$ cat src/rtl/led_shift_sequencer.sv
// led_shift_sequencer: run controller that seeds the LED shifter, paces it with step pulses and counts laps.
module led_shift_sequencer #(
    parameter int TICK_DIV      = 4,
    parameter int STEPS_PER_LAP = 16,
    parameter int LAPS          = 2
) (
    input  logic       clk,
    input  logic       rst,
    input  logic       start,
    input  logic       run_en,
    input  logic       abort,
    input  logic [2:0] switch,
    output logic [2:0] cfg_len,
    output logic       sh_load,
    output logic       sh_step,
    output logic [3:0] lap_cnt,
    output logic       busy,
    output logic       done
);
    localparam int PW = (TICK_DIV > 2) ? $clog2(TICK_DIV) : 1;

    typedef enum logic [1:0] {IDLE, LOAD, RUN, DONE} state_t;

    state_t          state_q, state_d;
    logic            start_q;
    logic [2:0]      cfg_q, cfg_d;
    logic [PW-1:0]   presc_q, presc_d;
    logic [3:0]      step_q, step_d;
    logic [3:0]      lap_q, lap_d;
    logic            start_edge, accept, advance, tick, lap_end, run_end;

    assign start_edge = start && !start_q;
    assign accept     = (state_q == IDLE) && start_edge && !abort;
    assign advance    = (state_q == RUN) && run_en && !abort;
    assign tick       = advance && (presc_q == PW'(TICK_DIV - 1));
    assign lap_end    = step_q == 4'(STEPS_PER_LAP - 1);
    assign run_end    = lap_end && (lap_q == 4'(LAPS - 1));

    always_ff @(posedge clk or negedge rst) begin
        if (!rst) begin
            state_q <= IDLE;
            start_q <= 1'b0;
            cfg_q   <= '0;
            presc_q <= '0;
            step_q  <= '0;
            lap_q   <= '0;
        end else begin
            state_q <= state_d;
            start_q <= start;
            cfg_q   <= cfg_d;
            presc_q <= presc_d;
            step_q  <= step_d;
            lap_q   <= lap_d;
        end
    end

    always_comb begin
        state_d = state_q;
        case (state_q)
            IDLE:    state_d = accept ? LOAD : IDLE;
            LOAD:    state_d = abort ? IDLE : RUN;
            RUN:     state_d = abort ? IDLE : (tick && run_end) ? DONE : RUN;
            default: state_d = IDLE;
        endcase
    end

    // abort is folded into advance, so a coincident step never moves the counters
    always_comb begin
        cfg_d   = accept ? switch : cfg_q;
        presc_d = (accept || tick) ? '0 : advance ? presc_q + PW'(1) : presc_q;
        step_d  = accept ? 4'd0 : tick ? (lap_end ? 4'd0 : step_q + 4'd1) : step_q;
        lap_d   = accept ? 4'd0 : (tick && lap_end) ? lap_q + 4'd1 : lap_q;
    end

    always_comb begin
        sh_load = state_q == LOAD;
        sh_step = tick;
        busy    = state_q != IDLE;
        done    = state_q == DONE;
        cfg_len = cfg_q;
        lap_cnt = lap_q;
    end
endmodule

$ cat config.mk
export PLATFORM = sky130hd
export DESIGN_NAME = led_shift_sequencer
export DESIGN_NICKNAME = d
export VERILOG_FILES = /design/src/rtl/led_shift_sequencer.sv
export SDC_FILE = /design/constraint.sdc
export NUM_CORES = 1
export LEC_CHECK = 0
export ABC_AREA = 0
export BUFFER_PORTS_ARGS = -buffer_cell sky130_fd_sc_hd__buf_2
export CELL_PAD_IN_SITES_DETAIL_PLACEMENT = 1
export CELL_PAD_IN_SITES_GLOBAL_PLACEMENT = 1
export CORE_ASPECT_RATIO = 0.7
export CORE_MARGIN = 1.5
export CORE_UTILIZATION = 35
export CTS_BUF_LIST = sky130_fd_sc_hd__clkbuf_8
export CTS_CLUSTER_SIZE = 40
export DETAILED_ROUTE_END_ITERATION = 8
export GPL_TIMING_DRIVEN = 0
export PLACE_DENSITY = 0.73
export SKIP_LAST_GASP = 1
export SLEW_MARGIN = 25
export SYNTH_ARGS = -nofsm -noshare
export SYNTH_HDL_FRONTEND = slang
export SYNTH_SLANG_ARGS = --single-unit
export TNS_END_PERCENT = 10
$ cat constraint.sdc
create_clock -name clk -period 3.9 [get_ports clk]
set_clock_uncertainty 0.05 [all_clocks]
set_input_delay 0.39 -clock clk [delete_from_list [all_inputs] [get_ports clk]]
set_output_delay 0.39 -clock clk [all_outputs]
set_load 0.01 [all_outputs]
Word-level counts from Yosys, hierarchy flattened
Index checks and enable logic that the tools add are counted.
{"block": "word_totals", "register_bits": 16, "input_bits": 8, "output_inout_bits": 11, "word_cells": 44}
{"block": "classes", "addsub": 3, "n_eq_ne": 6, "muxes": 12, "reduce_logical": 17}
{"cell": "$mux W4", "count": 5}
{"cell": "$logic_and A1 B1 Y1", "count": 9}
{"cell": "$add A4 B1 Y4 const B", "count": 2}
{"cell": "$mux W2", "count": 4}
{"cell": "$reduce_bool A2 Y1", "count": 4}
{"cell": "$eq A2 B2 Y1 const B", "count": 3}
{"cell": "$pmux W2 S3", "count": 1}
{"cell": "$eq A4 B1 Y1 const B", "count": 1}
{"cell": "$eq A4 B4 Y1 const B", "count": 1}
{"cell": "$add A2 B1 Y2 const B", "count": 1}
{"cell": "$eq A2 B1 Y1 const B", "count": 1}
{"cell": "$logic_not A1 Y1", "count": 2}
{"cell": "$logic_not A2 Y1", "count": 1}
{"cell": "$mux W1", "count": 2}
{"cell": "$logic_or A1 B1 Y1", "count": 1}

Depth between registers and ports, before layout
{"block": "depth", "depth_word": 8, "ltp_mapped": 4, "depth_no_buf": 4}

Least setup slack after synthesis
No wires, ideal clock.
{"block": "synth_timing", "kind": "register to register", "startpoint": "register state_q[0]", "endpoint": "register cfg_q[0], in the netlist cfg_len[0]", "setup_ns": 0.125, "arrival_ns": 1.507, "path_slack_ns": 2.218, "stages_incl_launch_ff": 5, "synth_period_minus_slack_ns": 1.682, "cell_sequence": "dfrtp_1 > or4_4 > nor2_4 > buf_6 > mux2_4"}
{"block": "synth_between", "elab_chain_cells": 3}
{"element": "start, declared", "line": "24", "text": "state_t state_q, state_d;"}
{"element": "start signal, assigned", "line": "48", "text": "state_q <= state_d;"}
{"element": "$logic_not A2 Y1", "line": "33", "text": "assign accept = (state_q == IDLE) && start_edge && !abort;"}
{"element": "$logic_and A1 B1 Y1 (2 in a row)", "line": "33"}
{"element": "end signal, assigned", "line": "50", "text": "cfg_q <= cfg_d;"}
{"element": "end, declared", "line": "26", "text": "logic [2:0] cfg_q, cfg_d;"}
No other way between the ends.
A chain may end at the register's enable or synchronous reset.

Worst setup path after layout
{"block": "layout_timing", "startpoint": "register presc_q[0]", "endpoint": "output port sh_step"}
{"block": "layout_between", "elab_chain_cells": 2}
{"element": "start, declared", "line": "27", "text": "logic [PW-1:0] presc_q, presc_d;"}
{"element": "start signal, assigned", "line": "51", "text": "presc_q <= presc_d;"}
{"element": "$eq A2 B2 Y1", "line": "35", "text": "assign tick = advance && (presc_q == PW'(TICK_DIV - 1));"}
{"element": "$logic_and A1 B1 Y1", "line": "35"}
{"element": "end, declared", "line": "15", "text": "output logic sh_step,"}
No other way between the ends.

==> results.md <==
- Status: complete, but fails checks
- Failing checks: hold timing
- Flop pwr share: between 50% and 60%
- Port Buf Inserts: 18
- Worst slew pin tran: 0.4878 ns
- Routability Congestion: about 0.69
- Synth area leaders: dfrtp_1, ha_1, a21oi_1, mux2i_1, nand3_1
- Final min period: 1.967 ns
- Post-CTS sizing: 0
- Io pins: 19
- Starting DRT DRC Count: 14
- Drt first pass iters: 4
- Largest net degree at the start of global routing: 17
- Switching portion of total power: 24.21%
- Cell Pwr Density: 349.4 mW/mm^2
- Die W: between 60 and 70 um
- Setup-failing EPs final: 0
- Clock Pin Slew Worst Setup and Hold Paths: approximately 0.06 ns
- Crit-path max cell delay: 0.37 ns
- CTS Buf Count: 3
- Clk_lat worst skew: between 0.2 and 0.3 ns
- Mapped Area: approximately 850 sq um
- Register area share after synthesis: between 40% and 50%
- CTS tree: done
- Hold Fails Final Rpt: 1
- NetSw: 0.08624 mW
- Ys async rst share: 100.0%
- Post-synth EDFFs: 0
- Overflow after GRT: 0
- Critical Path, Cell by Cell: ha_1 -> clkinv_1 -> nor2_1 -> buf_2
- Initial Util: 38.13%
- First-pass GRT wire length: 3.422 mm
- Avg Inst Size Synth: approximately 11 sq um
- DP HPWL: 1.480 mm
- Top-count cell post-synth: dfrtp_1
- Clock power frac: 34.9%
- Hold Buf Count CTS: 0
- Slowest stage cell, crit path: dfrtp_1
- Crit Path Category: flop to output pin
- Lkg Pwr: slightly below 0.5 nW
- Vias in the first global route: between 700 and 800
- Antenna diodes: 0
- Die area: 0.002733 sq mm
- Pins over their slew limit: 0
- Critical Path Start Type: flop
- CP endpoint kind: output pin
- Synthesized instance count: ~80
- Clock Sinks: 16
- Max Cap Viol: 0
- Via count: 707
- Max Fclk: 508.3 MHz
- Crit path max-delay family: buffers and inverters
- Setup Fix Bufs, Post-CTS: 0
- CTS H-tree depth: 1
- CTS Buffer Depth: 2
- Core area: 0.002225 sq mm
- Post-Synthesis Net Count: 90
- Initial antenna violation count: 0
- Post-DP Area: 978.4 sq um
- Syn. warnings: 0
- TNS Setup: 0 ns
- Synth top area share: 47.20%
- Min Hold Slack: -0.001387 ns
- Vias/cell: 5.397
- Crit share post-route: 50.45%
- Post-synth top flop: dfrtp_1
- Cell taking the most area after synthesis: dfrtp_1
- Die Ht: about 44 um
- CP bufs+invs: 2
- Netlist cell types: 35
- Drt drc: 0
- Critical Path Fanout Max: 10
- P_int: 0.2700 mW
- Nets: ~110
- DR WL/cell: ~15 um
- Most frequent cells after synthesis: dfrtp_1, a21oi_1, nand3_1
- Logic pwr share: 13.3%
- Seq cells post-synth: 16
- Share of post-route cells with drive strength above 1: 30.30%
- Final instance area: 0.001020 sq mm
- Relative slew slack: 67.18%
- Total Wirelength: 2.014 mm
- GR Util All Layers: 17.96%
- Critical path arrival: 1.53 ns
- Hold Path Class: input pin to asynchronous set/reset pin
- Filler cells: 274
- Critical path required time: 3.46 ns
- Peak VDD IR: slightly below 0.2 mV
- Antenna-violating nets left: 0
- Root Driver: clkbuf_8
- FP Rows: 14
- RSZ-0062 raised after global routing: no
- Synthesis-to-finish area growth: 20.21%
==> kinds of logic after synthesis <==
family,share of synthesized area [%]
AO/OA/AOI/OAI,13.57
XOR/XNOR,1.033
adder cells (fa/ha/maj),5.900
buffers and inverters,3.686
flip-flops,47.20
multiplexers,8.407
AND/OR/NAND/NOR,20.21
==> cell usage in the layout (no fill, tap or decap), types with 2 or more instances in the layout <==
master,count
clkbuf_8,3
nand2_1,2
ha_1,4
mux2i_1,3
a21oi_1,7
o21ai_0,5
nor2_1,2
or4_1,2
dfrtp_1,16
buf_2,19
o21bai_1,2
inv_1,3
nand3_1,6
mux2_4,2
nor4_1,2
==> path summary, 6_finish.rpt <==
check,from,end,slack (ns),cells after the start
min in group clk,start,start_q,0.21,1
worst min-delay path,rst,lap_cnt[2],-0.001,1
max in group asynchronous,rst,cfg_len[0],3.52,1
worst max-delay path,presc_q[0],sh_step,1.93,4
worst min register to register,cfg_len[1],cfg_len[1],0.46,1
worst max register to register,presc_q[0],lap_cnt[3],2.01,4
==> through the flow <==
stage | power [mW] | hold WS, ns | setup WS (ns) | util, % | instances
floorplan | 0.2146 | 0.04441 | 2.218 | - | 78
CTS | 0.3642 | 0.008555 | 1.922 | 45.84 | 131
global route | 0.3765 | 0.01864 | 1.774 | 45.84 | 131
global placement | 0.2337 | 0.2784 | 2.053 | 43.98 | 128
finish | 0.3563 | -0.001387 | 1.933 | 45.84 | 131
detailed placement | 0.2355 | 0.2825 | 2.008 | 43.98 | 128
==> power by group through the flow <==
stage               registers [mW]  clock network [mW]  logic, mW
finish                       0.185               0.124     0.0473
CTS                          0.185               0.131     0.0483
global route                 0.186               0.138     0.0523
detailed placement           0.187                   0     0.0481
floorplan                    0.190                   0     0.0242
global placement             0.187                   0     0.0468
==> flip-flops by register name, summed over array words and instances, names as in the netlist <==
name and count:
presc_q 2, lap_cnt 4, cfg_len 3, step_q 4
start_q 1, state_q 2
==> cell type report <==
type                    count  area (sq um)  area share [%]
multi-input cells          56         416.7           40.86
flip-flops and latches     16         400.4           39.26
repair buffers             18         90.09           8.834
clock buffers               3         41.29           4.049
well taps                  32         40.04           3.926
plain buffers               2         16.27           1.595
inverters                   4         15.01           1.472
==> routing by layer <==
layer  wire, um  track usage [%]  share of wire (%)  vias up
li1           -                -                  -      333
met1        970            23.58                 48      356
met2        938            26.95                 47       16
met3         94            7.310                4.7        2
met4         11            5.957               0.55        0
met5          0                0                  0        -
No activity file was read; power rests on OpenSTA's default activity.
